--- src/rtl/dmem_ctrl.sv ---
// dmem_ctrl: memory-stage access controller between the execute stage and a
// multi-cycle, stall-capable data memory. Each load/store is sequenced as
// issue -> wait-for-done -> complete while the pipeline is held with `stall`.
// Load data is registered for writeback. Illegal accesses and timeouts raise `err`.
// A HALT request produces the single memory-dump pulse.
//
// Optional build macro: DMEM_ALIGN_CHECK_EN
//   defined   - an odd byte address is rejected with err and no memory access
//   undefined - addr[0] is forced to 0 on mem_addr and the access proceeds
module dmem_ctrl #(
    parameter int MAX_WAIT = 15
) (
    input  logic        clk,
    input  logic        rst,
    input  logic        req_valid,
    input  logic        MemRead,
    input  logic        MemWrite,
    input  logic        halt,
    input  logic [15:0] addr,
    input  logic [15:0] writedata,
    input  logic [15:0] mem_data_out,
    input  logic        mem_done,
    input  logic        mem_stall,
    output logic [15:0] mem_addr,
    output logic [15:0] mem_data_in,
    output logic        mem_rd,
    output logic        mem_wr,
    output logic        mem_createdump,
    output logic        stall,
    output logic [15:0] readData,
    output logic        rd_valid,
    output logic        err,
    output logic        halted
);

    typedef enum logic [2:0] {
        S_IDLE   = 3'd0,
        S_ISSUE  = 3'd1,
        S_WAIT   = 3'd2,
        S_DONE   = 3'd3,
        S_DUMP   = 3'd4,
        S_HALTED = 3'd5
    } state_t;

    localparam logic [7:0] WAIT_LIMIT = 8'(MAX_WAIT);

    state_t      state_r;
    logic [7:0]  wait_cnt_r;
    logic        is_read_r;
    logic        access_req_s;
    logic        misalign_s;

    // Decode the incoming request and the optional alignment rule.
    always_comb begin
        access_req_s = req_valid & (MemRead | MemWrite);
`ifdef DMEM_ALIGN_CHECK_EN
        misalign_s   = addr[0];
`else
        misalign_s   = 1'b0;
`endif
    end

    // Hold the pipeline from the very first cycle of a memory or halt request.
    always_comb begin
        if ((state_r == S_ISSUE) || (state_r == S_WAIT) || (state_r == S_DUMP)) begin
            stall = 1'b1;
        end else if (state_r == S_IDLE) begin
            stall = req_valid & (MemRead | MemWrite | halt);
        end else begin
            stall = 1'b0;
        end
    end

    // Access sequencer: state, wait counter, latches and all registered outputs.
    always_ff @(posedge clk) begin
        if (!rst) begin
            state_r        <= S_IDLE;
            wait_cnt_r     <= 8'd0;
            is_read_r      <= 1'b0;
            mem_addr       <= 16'h0000;
            mem_data_in    <= 16'h0000;
            mem_rd         <= 1'b0;
            mem_wr         <= 1'b0;
            mem_createdump <= 1'b0;
            readData       <= 16'h0000;
            rd_valid       <= 1'b0;
            err            <= 1'b0;
            halted         <= 1'b0;
        end else begin
            // single-cycle outputs default low; a state raises them as needed
            mem_rd         <= 1'b0;
            mem_wr         <= 1'b0;
            mem_createdump <= 1'b0;
            rd_valid       <= 1'b0;
            err            <= 1'b0;
            case (state_r)
                S_IDLE: begin
                    if (req_valid && halt) begin
                        state_r        <= S_DUMP;
                        mem_createdump <= 1'b1;
                    end else if (req_valid && MemRead && MemWrite) begin
                        state_r <= S_DONE;
                        err     <= 1'b1;
                    end else if (access_req_s && misalign_s) begin
                        state_r <= S_DONE;
                        err     <= 1'b1;
                    end else if (access_req_s) begin
                        // addr[0] is dropped: only aligned addresses reach memory
                        state_r     <= S_ISSUE;
                        mem_addr    <= {addr[15:1], 1'b0};
                        mem_data_in <= writedata;
                        is_read_r   <= MemRead;
                        mem_rd      <= MemRead;
                        mem_wr      <= MemWrite;
                    end else begin
                        state_r <= S_IDLE;
                    end
                end
                S_ISSUE: begin
                    if (mem_stall) begin
                        // bank busy: present the same strobe again next cycle
                        mem_rd <= is_read_r;
                        mem_wr <= ~is_read_r;
                    end else begin
                        state_r    <= S_WAIT;
                        wait_cnt_r <= 8'd0;
                    end
                end
                S_WAIT: begin
                    if (mem_done) begin
                        if (is_read_r) begin
                            readData <= mem_data_out;
                        end else begin
                            readData <= readData;
                        end
                        rd_valid <= 1'b1;
                        state_r  <= S_DONE;
                    end else if ((wait_cnt_r + 8'd1) == WAIT_LIMIT) begin
                        err      <= 1'b1;
                        readData <= 16'hFFFF;
                        state_r  <= S_DONE;
                    end else begin
                        wait_cnt_r <= wait_cnt_r + 8'd1;
                    end
                end
                S_DONE: begin
                    // the still-present request is the one just completed
                    state_r <= S_IDLE;
                end
                S_DUMP: begin
                    state_r <= S_HALTED;
                    halted  <= 1'b1;
                end
                S_HALTED: begin
                    state_r <= S_HALTED;
                    halted  <= 1'b1;
                end
                default: begin
                    state_r <= S_IDLE;
                end
            endcase
        end
    end

endmodule

--- config.mk ---
export PLATFORM = sky130hd
export DESIGN_NAME = dmem_ctrl
export DESIGN_NICKNAME = d
export VERILOG_FILES = /design/src/rtl/dmem_ctrl.sv
export SDC_FILE = /design/constraint.sdc
export NUM_CORES = 1
export LEC_CHECK = 0
export CAP_MARGIN = 10
export CORE_MARGIN = 8
export CORE_UTILIZATION = 39
export CTS_CLUSTER_SIZE = 25
export DETAILED_ROUTE_END_ITERATION = 12
export PLACE_DENSITY = 0.74
export SLEW_MARGIN = 10
export SYNTH_ARGS = -nofsm -noshare
export SYNTH_HDL_FRONTEND = slang
export SYNTH_SLANG_ARGS = --single-unit
--- constraint.sdc ---
create_clock -name clk -period 5.8 [get_ports clk]
set_input_delay 1.16 -clock clk [delete_from_list [all_inputs] [get_ports clk]]
set_output_delay 1.16 -clock clk [all_outputs]
set_load 0.03 [all_outputs]
Word level (Yosys, flattened, before mapping):

Index checks and enable logic that the tools add are counted.

* flip-flop bits (word level): 65
* bits of input ports: 56
* output and inout bits: 55
* word-level logic and storage cells: 78

* equality and inequality tests: 10
* reductions and logical operators: 15
* multiplexer cells: 33
* bitwise logic cells: 7
* add/sub/neg operators: 1

Operators by type and width (number)
* 16-bit 2-to-1 mux: 3
* 8-bit 2-to-1 mux: 3
* 1-bit 2-to-1 mux: 17
* 8-bit one-hot mux with 2 select lines: 1
* 3-bit 2-to-1 mux: 4
* 3-bit one-hot mux with 4 select lines: 1
* 8-bit by 1-bit adder with 8-bit output (second input constant): 1
* 8-bit by 4-bit == test with 1-bit output (second input constant): 1
* 4-bit AND reduction: 2
* 3-bit == test (second input constant): 2
* 2-bit inequality test (second input constant): 3
* 1-bit one-hot mux with 2 select lines: 3
* 2-bit AND reduction: 3
* 2-bit nonzero test: 2
* 3-bit by 1-bit == test with 1-bit output (second input constant): 1
* 3-bit by 2-bit == test with 1-bit output (second input constant): 1
* 1-bit logical AND: 3
* 3-bit zero test: 1
* 3-bit by 2-bit inequality test with 1-bit output (second input constant): 1
* 1-bit inverter: 3
* 3-bit AND reduction: 1
* 1-bit AND: 2
* 1-bit logical OR: 2
* 2-bit 2-to-1 mux: 1
* 3 further kinds: 4

Longest topological paths before layout:

Gate-level depths: netlist of the first run.

* word-level depth: 6
* depth in mapped cells: 7
* mapped depth without buffers: 6

Worst setup path after synthesis of the first run:

Ideal clock, no wire load.

* path type: input port to output port
* from: in MemRead
* to: out stall
* path buffers: 1
* cell stages on the path: 3
* required time: 4.640 ns
* setup slack: 2.656 ns
* arrival time: 1.984 ns
* cell sequence: clkbuf_1 -> o31ai_1 -> a21oi_1

* longest elaborated chain between the ends: 5

Ends and longest elaborated chain
* start, declared: RTL line 16 `input logic MemRead,`
* 1-bit OR (2 in a row): RTL line 68 `stall = req_valid & (MemRead | MemWrite | halt);`
* 1-bit AND: RTL line 68
* 1-bit 2-to-1 mux: RTL line 67 `end else if (state_r == S_IDLE) begin`
* 1-bit 2-to-1 mux: RTL line 65 `if ((state_r == S_ISSUE) || (state_r == S_WAIT) || (state_r == S_DUMP)) begin`
* end, declared: RTL line 29 `output logic stall,`

Every way passes these cells.

Worst setup path after layout of the first run:

Ends and elaborated chain as after synthesis.

==> impl_metrics.toml, run 1 <==
[synthesis]
synth_fa_ha_area_frac = 0.0133
synth.net_count = 358
synth.top_cell.area_share = 0.494
synth_xor_area_frac = 0.0133
synth.ff_latch_count = 65
synth_warnings = 0
synth_cell_types = 47
synth-simple-area-share = 0.207
netlist_area_um2 = 2640
synth_area_leader_cell = "dfxtp_1"
synth_area_leaders = "dfxtp_1 49%, nand2_1 10%, o221a_2 7.7%"
synth_top_family_by_area = "compound AO/OA/AOI/OAI gates"
synth.area.mux_share = 0
synth_compound_area_frac = 0.231
yosysSeqAreaShare = 0.494
netlist_instances = 300
avgSynthCellArea_um2 = 8.79

[timing]
finalCritPeriodShare = 0.668
hold_viol_final = 0
post-route-min-period_ns = 3.87
skew_ns = 0.00605
relSlewSlack = 0.279
setup_viol = 0
grt_setup_unrepaired = "no"
tns_ns = 0
max_freq_mhz = 258
final-max-slew-violation-count = 0
worst_slew_pin_slew_ns = 1.08

[die]
die_x_um = 98.2
rows = 30
io_pins = 111
core-area_um2 = 6680
start_util = 0.395
die_h_um = 98.2
die-area_um2 = 9650

[cells_and_area]
fill_cells = 589
layout_common_cells = "108 x clkdlybuf4s50_1, 73 x nand2_1, 65 x dfxtp_1"
drive_gt1_frac = 0.104
diodes = 0
final_common_cell = "clkdlybuf4s50_1"
fin_util = 0.596
finalNetCount = 458
area_growth_pct = 51.0

[power]
power.total_mw = 1.14
cellPowerDensity_nw_per_um2 = 285
p_leak_nw = 1.39
irDropWorstVdd_v = 0.000164

[setup_path]
worst-setup-path-type = "in -> out"
startpoint_type = "input port"
crit_path_max_fanout = 7
cp_data_arrival_time_ns = 2.71
cp.required_ns = 4.64
end_kind = "primary output"

[run_status]
outcome = "completed"

[global_route]
grt_pass1_wl_um = 12000
antenna_found_initial = 0
grt_usage = 0.152
overflow = 0
grt_start_max_net_pins = 32
grt_pass1_vias = 2538

[detailed_routing]
drc_errors = 0
drt_wl_total_um = 7420
first_pass_iters = 5
wire_per_inst_um = 15.3
ant_nets = 0
avgViaCountPerCell = 5.33
via_count = 2585
drt_iter0_markers = 195

[cts]
cts.sinks = 65
numCtsBuffers = 9
clk_pin_slew_ns = 0.06
cts_hold_buf = 0
postCtsSetupBuffers = 0
clockBufferDepth = 2
ctsResizeCount = 0
htreeDepth = 3
clkLatencyLatePin_ns = 0.34
cts-root-buf = "clkbuf_8"
cts_tree = "built"

[placement]
gp_congestion = 0.880
io_buffers = 108
place_hpwl_um = 5260

[hold_path]
hold_class = "reg -> reg"

[run]
cap_violations = 0
==> sequential cells by signal, indices dropped and copies added, names as in the netlist <==
signal          flops
halted              1
wait_cnt_r          8
mem_data_in        16
mem_addr           15
state_r             3
err                 1
mem_rd              1
readData           16
mem_wr              1
is_read_r           1
mem_createdump      1
rd_valid            1
==> final cells by class <==
| type | instances | area (um2) | area share |
|---|---|---|---|
| timing repair buffer | 110 | 1100 | 0.275 |
| clock inverter | 4 | 73.8 | 0.0185 |
| inverter | 4 | 15.0 | 0.00377 |
| multi-input combinational | 210 | 1230 | 0.309 |
| clock buffer | 12 | 165 | 0.0415 |
| tap | 80 | 100 | 0.0251 |
| sequential | 65 | 1300 | 0.327 |
==> kinds of logic (layout without fill, tap and decap cells) <==
logic type	after synthesis	in the layout
compound gates	82	82
xor+xnor	4	4
fa+ha+maj	3	3
buf+inv	25	130
flops	65	65
other cells	1	1
simple gates	120	120
==> worst max-delay path, stage by stage <==
cell,delay (ns)
clkdlybuf4s50_1,0.60
o31ai_1,0.12
a21oi_1,0.15
clkdlybuf4s50_1,0.69
==> routing by layer <==
layer / up-vias / part of all wire / wire length [um] / track usage
met3: 9 / 0.16 / 1150 / 0.107
met2: 133 / 0.41 / 3020 / 0.217
met1: 1168 / 0.43 / 3170 / 0.174
met5: - / 0 / 0 / 0
li1: 1275 / - / - / -
met4: 0 / 0.0097 / 72 / 0.0567
==> metrics by stage <==
step | hold WS, ns | std cells | instance area (um2) | worst slack, ns
floorplan | 0.438 | 300 | 2640 | 2.66
global placement | 0.440 | 469 | 3740 | 1.93
detailed placement | 0.447 | 469 | 3740 | 1.93
CTS | 0.455 | 485 | 3980 | 1.92
global route | 0.481 | 485 | 3980 | 1.88
finish | 0.455 | 485 | 3980 | 1.93
==> synthesized netlist by cell type (all sizes together) <==
cell type and instances:
a311o 2, o221a 18, a32oi 3, or3b 1, xnor2 1, inv 4
and2 1, nor3b 1, conb 1, nor2 10, a21oi 38, maj3 1
nand2b 3, xor2 3, dfxtp 65, nor3 4, ha 2, or4 1
nor2b 2, a2111oi 1, o211ai 1, o22a 1, and3 5, o21ai 5
nand3b 3, o41ai 1, a211oi 1, o22ai 3, buf 5, o32ai 1
nor4 2, clkbuf 16, nand3 8, or3 2, nand2 73, a21o 2
o211a 1, o31ai 2, nand4 4, a221oi 1, a31oi 1
==> worst paths after layout <==
check / start / end / slack, ns / cells after the start
max reg2reg: state_r[1] / readData[5] / 2.94 / 4
min: mem_data_in[9] / mem_data_in[9] / 0.45 / 2
min reg2reg: mem_data_in[9] / mem_data_in[9] / 0.45 / 2
max: MemRead / stall / 1.93 / 4
==> where the power goes <==
group | switching, mW | total [mW] | internal [mW]
sequential | 0.0209 | 0.488 | 0.467
clock | 0.172 | 0.449 | 0.277
combinational | 0.107 | 0.199 | 0.0919
total | 0.300 | 1.14 | 0.836
Power figures use the tool's default switching activity.
==> inputs of run 2 (changes only) <==
clock period = 4 ns   (was 5.8 ns; I/O delays follow)
==> run 2 against run 1 <==
Compared with the run above: clock skew rose by 0.0012 ns; highest routed layer unchanged; cell count rose by 0.62%; sequential share of layout area fell by 0.21 points; first-iteration DRC count fell by 39%; register-to-register slack got worse by 1.5 ns; critical path depth did not move; die area did not move; setup slack got worse by 1.1 ns; clock power rose by 50%; clock-buffer cell count fell by 2; critical path type unchanged; global-route usage fell by 0.22 points; combinational power rose by 47%.
==> impl_metrics.toml, run 2 (same netlist as run 1, synthesis figures left out) <==
[run_status]
outcome = "completed"

[cts]
cts.sinks = 65
cts-root-buf = "clkbuf_8"
postCtsSetupBuffers = 0
cts_hold_buf = 0
clockBufferDepth = 2
ctsResizeCount = 0
numCtsBuffers = 9
clkLatencyLatePin_ns = 0.34
htreeDepth = 3
cts_tree = "built"
clk_pin_slew_ns = 0.07

[cells_and_area]
fin_util = 0.600
layout_common_cells = "108 x clkdlybuf4s50_1, 73 x nand2_1, 65 x dfxtp_1"
area_growth_pct = 52.0
final_common_cell = "clkdlybuf4s50_1"
diodes = 0
finalNetCount = 461
largestRegisters = "mem_data_in (16), readData (16), mem_addr (15)"
fill_cells = 616
drive_gt1_frac = 0.110

[power]
cellPowerDensity_nw_per_um2 = 418
irDropWorstVdd_v = 0.000229
p_leak_nw = 1.41

[setup_path]
critPathSlowestCell = "clkdlybuf4s50_1"
critical_path.max_stage_delay_ns = 0.69
crit_chain = "clkdlybuf4s50_1 -> o31ai_1 -> a21oi_1 -> clkdlybuf4s50_1"
end_kind = "primary output"
cp_data_arrival_time_ns = 2.36
worst-setup-path-type = "in -> out"
rr_startpoint = "wait_cnt_r[1]"
cp-startpoint = "MemRead"
startpoint_type = "input port"
cp.required_ns = 3.20
crit_path_max_fanout = 7
cpMostUsedCell = "clkdlybuf4s50_1"

[global_route]
grt_start_max_net_pins = 39
grt_pass1_vias = 2501
met2_usage = 0.215
top_usage_layer = "met2"
grt_pass1_wl_um = 11900
met3_usage = 0.0953
overflow = 0
grt_usage = 0.150
antenna_found_initial = 0
use_met1 = 0.174

[die]
die_x_um = 98.2
io_pins = 111
core-area_um2 = 6680
rows = 30
die_h_um = 98.2
start_util = 0.395
die-area_um2 = 9650

[placement]
gp_congestion = 0.930
io_buffers = 108
place_hpwl_um = 5170
post-place-ws_ns = 0.845

[timing]
worst_slew_pin_slew_ns = 0.797
post-route-min-period_ns = 3.16
grt_setup_unrepaired = "no"
setup_viol = 0
holdWs_ns = 0.453
hold_viol_final = 0
final-max-slew-violation-count = 0
max_freq_mhz = 316
tns_ns = 0
finalCritPeriodShare = 0.791
relSlewSlack = 0.463
setup_slack_ns = 0.836
skew_ns = 0.00726

[detailed_routing]
drt_iter0_markers = 118
via_count = 2526
drc_errors = 0
drt_wl_total_um = 7260
ant_nets = 0
wire_per_inst_um = 14.9
first_pass_iters = 4
avgViaCountPerCell = 5.18

[hold_path]
min-delay-start = "mem_data_in[1]"
hold_class = "reg -> reg"

[run]
cap_violations = 0
==> run 2: cell count changes in the layout (fill, tap and decap cells not counted), sizes merged <==
cell	previous run	this run
clkinv	2	3
clkbuf	12	10
bufinv	2	3
buf	2	5
==> run 2: stage by stage <==
step | std cells | total power, mW | cell area [um2]
3_5_place_dp | 472 | 1.01 | 3760
4_1_cts | 488 | 1.70 | 4010
6_report | 488 | 1.67 | 4010
2_1_floorplan | 300 | 0.880 | 2640
5_1_grt | 488 | 1.75 | 4010
3_3_place_gp | 472 | 1.01 | 3760
==> run 2: worst max-delay path: cells and delay by family <==
family	cells	cell delay, ns
AOI/OAI and AO/OA	2	0.28
buffers and inverters	2	1.28
==> run 2: report_power, final <==
part           total (mW)  internal [mW]  switching, mW
Combinational       0.292          0.137          0.154
Clock               0.673          0.428          0.246
Sequential          0.708          0.677         0.0305
Total                1.67           1.24          0.431
==> run 2: area by class of cell <==
type                            count  area, um2  share of cell area
Clock inverter                      6        105              0.0262
Multi-Input combinational cell    210       1230               0.307
Inverter                            4       15.0             0.00375
Clock buffer                       10        138              0.0344
Sequential cell                    65       1300               0.325
Tap cell                           80        100              0.0250
Timing Repair Buffer              113       1120               0.279
==> run 2: worst paths after layout <==
| check | end | slack (ns) | cells after the start |
|---|---|---|---|
| setup reg to reg | readData[8] | 1.42 | 6 |
| hold reg to reg | mem_data_in[1] | 0.45 | 2 |
| setup / recovery | stall | 0.84 | 4 |
| hold / removal | mem_data_in[1] | 0.45 | 2 |
==> run 2: routing by layer <==
metal	wire length (um)	up-vias	share of wire
met3	949	5	0.13
met5	0	-	0
met4	51	0	0.0070
li1	-	1277	-
met2	3010	94	0.41
met1	3250	1150	0.45
